[src/rtl/cpu_bus_pkg.sv]
// Shared constants for the CPU bus fabric: FSM encoding, core address prefixes
// and bus widths.
package cpu_bus_pkg;

   localparam int DATA_W    = 32;
   localparam int ADDR_W    = 32;
   localparam int WSTRB_W   = 4;
   localparam int PREFIX_W  = 8;
   localparam int CNT_W     = 8;
   localparam int MAX_SLOTS = 16;

   typedef enum logic [1:0] {
      IDLE = 2'd0,
      WAIT = 2'd1,
      RESP = 2'd2
   } bus_state_t;

   // cpu_addr[31:24] prefixes of the cores already on the bus
   localparam logic [PREFIX_W-1:0] PFX_ROM     = 8'h00;
   localparam logic [PREFIX_W-1:0] PFX_FW_RAM  = 8'hD0;
   localparam logic [PREFIX_W-1:0] PFX_TRNG    = 8'hC0;
   localparam logic [PREFIX_W-1:0] PFX_TIMER   = 8'hC1;
   localparam logic [PREFIX_W-1:0] PFX_UART    = 8'hC3;
   localparam logic [PREFIX_W-1:0] PFX_BLAKE2S = 8'hD9;
   localparam logic [PREFIX_W-1:0] PFX_CK1     = 8'hFF;

endpackage

[src/rtl/cpu_bus_slot_decode.sv]
// Address prefix decoder: one-hot slot hit (lowest index wins on duplicate
// prefixes) plus a protection flag for system-only slots.
module cpu_bus_slot_decode
   import cpu_bus_pkg::*;
#(
   parameter int                      NUM_SLOTS     = 8,
   parameter logic [NUM_SLOTS*8-1:0]  SLOT_PREFIXES = '0,
   parameter logic [NUM_SLOTS-1:0]    SLOT_SYS_ONLY = '0
) (
   input  logic [PREFIX_W-1:0]  addr_prefix,
   input  logic                 system_mode,
   output logic [NUM_SLOTS-1:0] hit,
   output logic                 hit_valid,
   output logic                 prot_err
);

   always_comb begin
      hit       = '0;
      hit_valid = 1'b0;
      for (int i = 0; i < NUM_SLOTS; i++) begin
         if (!hit_valid && (addr_prefix == SLOT_PREFIXES[i*PREFIX_W +: PREFIX_W])) begin
            hit[i]    = 1'b1;
            hit_valid = 1'b1;
         end
      end
   end

   assign prot_err = hit_valid && !system_mode && (|(hit & SLOT_SYS_ONLY));

endmodule

[src/rtl/cpu_bus_fabric.sv]
// picorv32 memory bus fabric: prefix decode, one-hot chip selects, registered
// response. Define CPU_BUS_FABRIC_TIMEOUT_EN to enable the wait-state timeout.
module cpu_bus_fabric
   import cpu_bus_pkg::*;
#(
   parameter int                      NUM_SLOTS      = 8,
   parameter logic [NUM_SLOTS*8-1:0]  SLOT_PREFIXES  = '0,
   parameter logic [NUM_SLOTS-1:0]    SLOT_SYS_ONLY  = '0,
   parameter int                      TGT_ADDR_W     = 16,
   parameter int                      TIMEOUT_CYCLES = 255,
   parameter logic [31:0]             ERR_RDATA      = 32'h0,
   parameter logic [31:0]             TRAP_RDATA     = 32'h0
) (
   input  logic                    clk,
   input  logic                    reset_n,
   input  logic                    cpu_valid,
   input  logic [31:0]             cpu_addr,
   input  logic [3:0]              cpu_wstrb,
   input  logic [31:0]             cpu_wdata,
   output logic                    cpu_ready,
   output logic [31:0]             cpu_rdata,
   input  logic                    force_trap,
   input  logic                    system_mode,
   output logic [NUM_SLOTS-1:0]    tgt_cs,
   output logic [3:0]              tgt_we,
   output logic [TGT_ADDR_W-1:0]   tgt_address,
   output logic [31:0]             tgt_wdata,
   input  logic [NUM_SLOTS*32-1:0] tgt_rdata,
   input  logic [NUM_SLOTS-1:0]    tgt_ready,
   output logic                    bus_err
);

   if (NUM_SLOTS < 1 || NUM_SLOTS > MAX_SLOTS || TIMEOUT_CYCLES < 1 || TIMEOUT_CYCLES > 255) begin : g_bad_cfg
      $error("cpu_bus_fabric: NUM_SLOTS or TIMEOUT_CYCLES out of range");
   end

   bus_state_t           state, next_state;
   logic [NUM_SLOTS-1:0] hit, slot_q, slot_d, sel_mask;
   logic                 hit_valid, prot_err, sel_ready, timed_out;
   logic [31:0]          sel_rdata, rdata_q, rdata_d;
   logic                 ready_q, err_q, err_d;
   logic                 unused_addr_bits;

   cpu_bus_slot_decode #(
      .NUM_SLOTS     (NUM_SLOTS),
      .SLOT_PREFIXES (SLOT_PREFIXES),
      .SLOT_SYS_ONLY (SLOT_SYS_ONLY)
   ) u_decode (
      .addr_prefix (cpu_addr[31:24]),
      .system_mode (system_mode),
      .hit         (hit),
      .hit_valid   (hit_valid),
      .prot_err    (prot_err)
   );

   // Ready/rdata come only from the slot being served; other slots' ready is ignored.
   always_comb begin
      sel_mask  = (state == WAIT) ? slot_q : hit;
      sel_ready = |(sel_mask & tgt_ready);
      sel_rdata = '0;
      for (int i = 0; i < NUM_SLOTS; i++) begin
         if (sel_mask[i]) sel_rdata = sel_rdata | tgt_rdata[i*32 +: 32];
      end
   end

   // Handshake: the CPU holds cpu_valid until cpu_ready, which is a one-cycle
   // strobe; dropping cpu_valid while waiting abandons the access silently.
   always_comb begin
      next_state = state;
      tgt_cs     = '0;
      slot_d     = slot_q;
      rdata_d    = rdata_q;
      err_d      = 1'b0;
      unique case (state)
         IDLE: begin
            if (cpu_valid) begin
               if (force_trap) begin
                  rdata_d    = TRAP_RDATA;
                  next_state = RESP;
               end else if (!hit_valid || prot_err) begin
                  rdata_d    = ERR_RDATA;
                  err_d      = 1'b1;
                  next_state = RESP;
               end else begin
                  tgt_cs = hit;
                  slot_d = hit;
                  if (sel_ready) begin
                     rdata_d    = sel_rdata;
                     next_state = RESP;
                  end else begin
                     next_state = WAIT;
                  end
               end
            end
         end
         WAIT: begin
            if (!cpu_valid) begin
               next_state = IDLE;
            end else begin
               tgt_cs = slot_q;
               if (sel_ready) begin
                  rdata_d    = sel_rdata;
                  next_state = RESP;
               end else if (timed_out) begin
                  rdata_d    = ERR_RDATA;
                  err_d      = 1'b1;
                  next_state = RESP;
               end
            end
         end
         RESP:    next_state = IDLE;
         default: next_state = IDLE;
      endcase
   end

   always_ff @(posedge clk) begin
      if (!reset_n) begin
         state   <= IDLE;
         slot_q  <= '0;
         rdata_q <= '0;
         ready_q <= 1'b0;
         err_q   <= 1'b0;
      end else begin
         state   <= next_state;
         slot_q  <= slot_d;
         rdata_q <= rdata_d;
         ready_q <= (next_state == RESP);
         err_q   <= err_d;
      end
   end

`ifdef CPU_BUS_FABRIC_TIMEOUT_EN
   logic [CNT_W-1:0] wait_cnt, wait_cnt_d;

   // wait_cnt is 1 on the first WAIT cycle, so the timeout spans TIMEOUT_CYCLES WAIT cycles.
   always_comb begin
      wait_cnt_d = '0;
      if (next_state == WAIT) wait_cnt_d = (state == WAIT) ? wait_cnt + 1'b1 : CNT_W'(1);
   end

   always_ff @(posedge clk) begin
      if (!reset_n) wait_cnt <= '0;
      else          wait_cnt <= wait_cnt_d;
   end

   assign timed_out = (wait_cnt == CNT_W'(TIMEOUT_CYCLES));
`else
   assign timed_out = 1'b0;
`endif

   assign cpu_ready        = ready_q;
   assign cpu_rdata        = rdata_q;
   assign bus_err          = err_q;
   assign tgt_we           = cpu_wstrb;
   assign tgt_address      = cpu_addr[TGT_ADDR_W+1:2];
   assign tgt_wdata        = cpu_wdata;
   assign unused_addr_bits = ^{cpu_addr[31:TGT_ADDR_W+2], cpu_addr[1:0]};

endmodule
[config.mk]
export PLATFORM = sky130hd
export DESIGN_NAME = cpu_bus_fabric
export DESIGN_NICKNAME = d
export VERILOG_FILES = /design/src/rtl/cpu_bus_pkg.sv /design/src/rtl/cpu_bus_slot_decode.sv /design/src/rtl/cpu_bus_fabric.sv
export SDC_FILE = /design/constraint.sdc
export NUM_CORES = 1
export LEC_CHECK = 0
export BUFFER_PORTS_ARGS = -buffer_cell sky130_fd_sc_hd__buf_2
export CORE_AREA = 2 2 167 169
export DETAILED_ROUTE_END_ITERATION = 10
export DIE_AREA = 0 0 169 171
export REMOVE_ABC_BUFFERS = 1
export SYNTH_ARGS = -nofsm -noshare
export SYNTH_HDL_FRONTEND = slang
export SYNTH_HIERARCHICAL = 1
export SYNTH_SLANG_ARGS = --single-unit
[constraint.sdc]
create_clock -name clk -period 3.01 [get_ports clk]
set_input_delay 0.4515 -clock clk [delete_from_list [all_inputs] [get_ports clk]]
set_output_delay 0.4515 -clock clk [all_outputs]
set_load 0.02 [all_outputs]
**Yosys cells after proc, flatten, opt, wreduce, memory -nomap -nowiden**

Cells that the tools add are included.

- Output and inout bits: 94
- Register bits after elaboration: 44
- Input bits: 337
- Logic and storage cells: 85

- Reduce and logical (&&, ||, !) cells: 21
- Multiplexer cells: 43
- Eq/ne operators: 4
- Bitwise logic cells: 12

Operators by type and width:

| kind | number |
|---|---|
| $mux W32 | 13 |
| $or A32 B32 Y32 | 7 |
| $pmux W32 S2 | 1 |
| $mux W8 | 5 |
| $mux W1 | 16 |
| $pmux W8 S2 | 1 |
| $mux W2 | 6 |
| $and A8 B8 Y8 | 1 |
| $logic_not A8 Y1 | 1 |
| $reduce_or A8 Y1 | 1 |
| $logic_and A1 B1 Y1 | 7 |
| $logic_not A1 Y1 | 7 |
| $ne A2 B2 Y1 const B | 2 |
| $not A1 Y1 | 4 |
| $pmux W2 S2 | 1 |
| $reduce_and A4 Y1 | 1 |
| $reduce_or A4 Y1 | 1 |
| $reduce_and A3 Y1 | 1 |
| $eq A2 B1 Y1 const B | 1 |
| $eq A2 B2 Y1 const B | 1 |
| $logic_not A2 Y1 | 1 |
| $reduce_bool A2 Y1 | 1 |

**Depth between registers and ports, before layout**

- Depth in word-level cells: 44
- Depth in mapped cells: 9
- Gate-level depth less buffers: 8

**Hierarchy**

The synthesis kept the hierarchy.

Modules (own cells, without submodules):

| module | area each (um^2) | seq. area each (um^2) | instances | cells an instance |
|---|---|---|---|---|
| cpu_bus_fabric | 3771.1 | 880.8 | 1 | 437 |
| cpu_bus_slot_decode | 90.1 | 0.0 | 1 | 13 |

**Least setup slack after synthesis**

OpenSTA, ideal clock, no wires.

- Path kind: input to output
- From: input cpu_addr[31]
- To: output tgt_cs[0]
- Cell stages on the path: 6
- Path slack: 0.365 ns
- Data arrival time: 2.194 ns
- Data required time: 2.558 ns
- Buffers on the path: 0
- Cell sequence: or4_1 -> nor2_1 -> nand2b_1 -> nor4_1 -> nand2_1 -> nand2_1

- Word-level cells in the longest chain between the ends: 27

RTL lines:

| what | line | RTL |
|---|---|---|
| start: declaration | cpu_bus_fabric.sv:17 | `input logic [31:0] cpu_addr,` |
| $logic_not A8 Y1 * | cpu_bus_slot_decode.sv:21 | `if (!hit_valid && (addr_prefix == SLOT_PREFIXES[i*PREFIX_W +: PREFIX_W])) begin` |
| $mux W1 | cpu_bus_slot_decode.sv:21 |  |
| $logic_not A1 Y1 | cpu_bus_slot_decode.sv:21 |  |
| $logic_and A1 B1 Y1 | cpu_bus_slot_decode.sv:21 |  |
| $mux W1 | cpu_bus_slot_decode.sv:21 |  |
| $logic_not A1 Y1 | cpu_bus_slot_decode.sv:21 |  |
| $logic_and A1 B1 Y1 | cpu_bus_slot_decode.sv:21 |  |
| $mux W1 | cpu_bus_slot_decode.sv:21 |  |
| [... 12 more ...] | n/a |  |
| $logic_not A1 Y1 | cpu_bus_slot_decode.sv:21 |  |
| $logic_and A1 B1 Y1 | cpu_bus_slot_decode.sv:21 |  |
| $mux W1 * | cpu_bus_slot_decode.sv:21 |  |
| named net hit_valid | cpu_bus_fabric.sv:39 | `logic hit_valid, prot_err, sel_ready, timed_out;` |
| $mux W8 * | cpu_bus_fabric.sv:80 | `end else if (!hit_valid \|\| prot_err) begin` |
| $mux W8 * | cpu_bus_fabric.sv:77 | `if (force_trap) begin` |
| $mux W8 * | cpu_bus_fabric.sv:76 | `if (cpu_valid) begin` |
| $pmux W8 S2 * | cpu_bus_fabric.sv:74 | `unique case (state)` |
| end: declaration | cpu_bus_fabric.sv:24 | `output logic [NUM_SLOTS-1:0] tgt_cs,` |

Mark *: on every way through the listed nets, which the timed path passes. The rest lies on a longest branch.

**Final worst setup path**

Same ends and word-level chain as after synthesis.

==> impl_metrics.ini <==
[power_and_ir_drop]
cellLeakagePower_uw = 0.002771
power.switching_uw = 577.4
combPwrFrac_pct = 29.0
power.density_mw_per_mm2 = 364.5
max-vdd-ir-drop_mv = 0.2886
power_uw = 2033
seqPwrFrac_pct = 30.4
power_frac_clock_pct = 40.6
swShare_pct = 28.40
internal-power_uw = 1456

[detailed_routing]
viasPerCell = 4.728
num_vias = 4922
postRouteAntennaNets = 0
routed_wl_um = 23590
drc = 0
post_drt_wl_per_cell_um = 22.66
drt_pass1_iterations = 6
drt-initial-drc-count = 280

[clock_tree]
cts_hold_buf = 0
clk_pin_slew_ns = 0.07
postCtsSetupRepairBufs = 0
cts_buffers = 5
cts_buffer_depth = 2
cts_tree = done
cts_resized = 0
htree_levels = 2
clock_latency_ns = 0.30
cts.sinks = 44
root_buffer = clkbuf_16

[sta]
holdWs_ns = 0.4668
rsz0062_at_grt = false
period_share_pct = 87.43
setup_viol = 0
hold_viol_final = 0
slew_headroom_pct = 45.94
fin_ws_ns = 0.3784
slew_viol_final = 0
tightestPinTransition_ns = 0.8109
max_freq_mhz = 380.0
skew_ns = 0.007287
fin_crit_ns = 2.632
fin_tns_setup_ns = 0

[critical_path]
r2r_slack_ns = 0.45
critPathTopFamily = simple AND/OR/NAND/NOR gates
worstPathMaxFanout = 3
crit_path_cell_trace = buf_2, or4_1, nor2_1, nand2b_1, nor4_1, nand2_1, nand2_1, buf_2
critPathMaxStageDelay_ns = 0.51
slowest_stage = or4_1
cp-start-kind = primary input
cp_data_required_time_ns = 2.56
crit_start = cpu_addr[31]
reg2regPathDepth = 6
cp.arrival_ns = 2.18
crit_buf_inv = 2
cp_num_cells = 8
worstSetupEndpointType = primary output
r2r_start = state[0]$_SDFF_PN0_
critPathKind = in -> out
r2r_end = cpu_rdata[31]$_SDFFE_PN0P_
critPathCapture = tgt_cs[0]

[grt]
grt_pass1_vias = 4513
grt_max_degree = 33
grt_usage_pct = 15.09
grt_pass1_wl_um = 30920
grt_overflow = 0
antenna_found_initial = 3

[placed_design]
io_buffers = 317
pre_cts_ws_ns = 0.3101
gp_congestion = 0.7372
place_hpwl_um = 18420
dpl-instance-area_mm2 = 0.005363

[layout]
design_area_mm2 = 0.005578
fillers = 3051
layout_commonest_cell = buf_2
num-nets-final = 1031
layout_common_cells = buf_2 (317), a22oi_1 (63), dfxtp_1 (44)
area_growth_pct = 44.46
drive_gt1_share_pct = 51.37
antenna_cells = 0

[die]
dieWidth_um = 169
initial_core_util_pct = 14.13
dieArea_mm2 = 0.02890
coreArea_mm2 = 0.02732
ioPinCount = 431
die_h_um = 171
rows = 61

[synthesis]
synth-seq-cells = 44
synth_top_area_share_pct = 22.81
yosysWarnings = 6
synth_flop_cell = dfxtp_1
syn_avg_cell_area_um2 = 8.580
synth_top_area_cell = dfxtp_1
synth_edf_count = 0
synthTopCellsByArea = dfxtp_1 (23%), a22oi_1 (12%), buf_4 (12%)
netlist_instances = 450
syn_area_mm2 = 0.003861
ys_types = 40
async_reset_ff_share_pct = 0
synth-seq-area-share_pct = 22.81

[run]
drv_cap = 0

[outcome]
status = complete, no violations

[min_path]
hold_class = reg -> reg
[cell type report]
class                           instances  area, um2  area share (%)
Clock buffer                            5      125.1           2.243
Sequential cell                        44      880.8           15.79
Multi-Input combinational cell        311       2325           41.68
Timing Repair Buffer                  332       1724           30.91
Clock inverter                          3      90.09           1.615
Tap cell                              346      432.9           7.761
[worst min path at each step]
stage | start | to | depth (start not counted)
after floorplan | slot_q[2]$_SDFFE_PN0P_ | slot_q[2]$_SDFFE_PN0P_ | 2
after global placement | cpu_rdata[9]$_SDFFE_PN0P_ | cpu_rdata[9]$_SDFFE_PN0P_ | 1
after detailed placement | cpu_rdata[30]$_SDFFE_PN0P_ | cpu_rdata[30]$_SDFFE_PN0P_ | 1
after CTS | force_trap | bus_err$_SDFF_PP0_ | 2
after global routing | force_trap | bus_err$_SDFF_PP0_ | 2
final | cpu_rdata[9]$_SDFFE_PN0P_ | cpu_rdata[9]$_SDFFE_PN0P_ | 1
[power groups by stage]
stage	clock network, uW	logic, uW	registers, uW
after CTS	874	595	618
after global routing	881	642	621
after global placement	0	587	631
after detailed placement	0	593	632
after floorplan	0	237	658
final	826	589	618
[cell families after synthesis]
logic type | share of synthesized area [%]
AO/OA/AOI/OAI | 42.48
buffers and inverters | 17.95
AND/OR/NAND/NOR | 12.80
flip-flops | 22.81
multiplexers | 3.856
other | 0.09712
[synth_stat cells (all sizes together), types with 2 or more instances]
cell type  instances
nor2               3
nand2b             2
a22oi             65
a221oi            32
dfxtp             44
or4                2
clkbuf            19
a22o              32
o311a             24
nand3             26
mux2i              4
buf               83
nand2             41
a21o              24
and2               3
a21boi             8
nor2b              3
mux2               8
nor4               2
and3               9
o2bb2ai            7
[routing by layer]
metal  track usage (%)  wire [um]  share of wire (%)
met5             6.087        268                1.1
met4             2.638        218               0.92
met3             10.27       3438                 15
met2             22.65      10230                 43
met1             17.49       9433                 40
[worst register-to-register path: stages (launching register included)]
cell and delay [ns]:
dfxtp_1 0.41, nor2b_4 0.45, mux2_4 0.41, a22oi_2 0.30
nand3_4 0.43, nand3_2 0.34, o2bb2ai_1 0.11
[state kept, by name, summed over array words and instances, names as in the netlist]
signal,cells
slot_q,8
cpu_rdata,32
bus_err,1
state,2
cpu_ready,1
[metrics by stage]
stage | util [%] | instances
final | 20.41 | 1041
after global routing | 20.41 | 1041
after CTS | 20.41 | 1041
after detailed placement | 19.63 | 1033
after global placement | 19.63 | 1033
after floorplan | - | 355
Note: power is estimated with default switching activity, not from simulation.
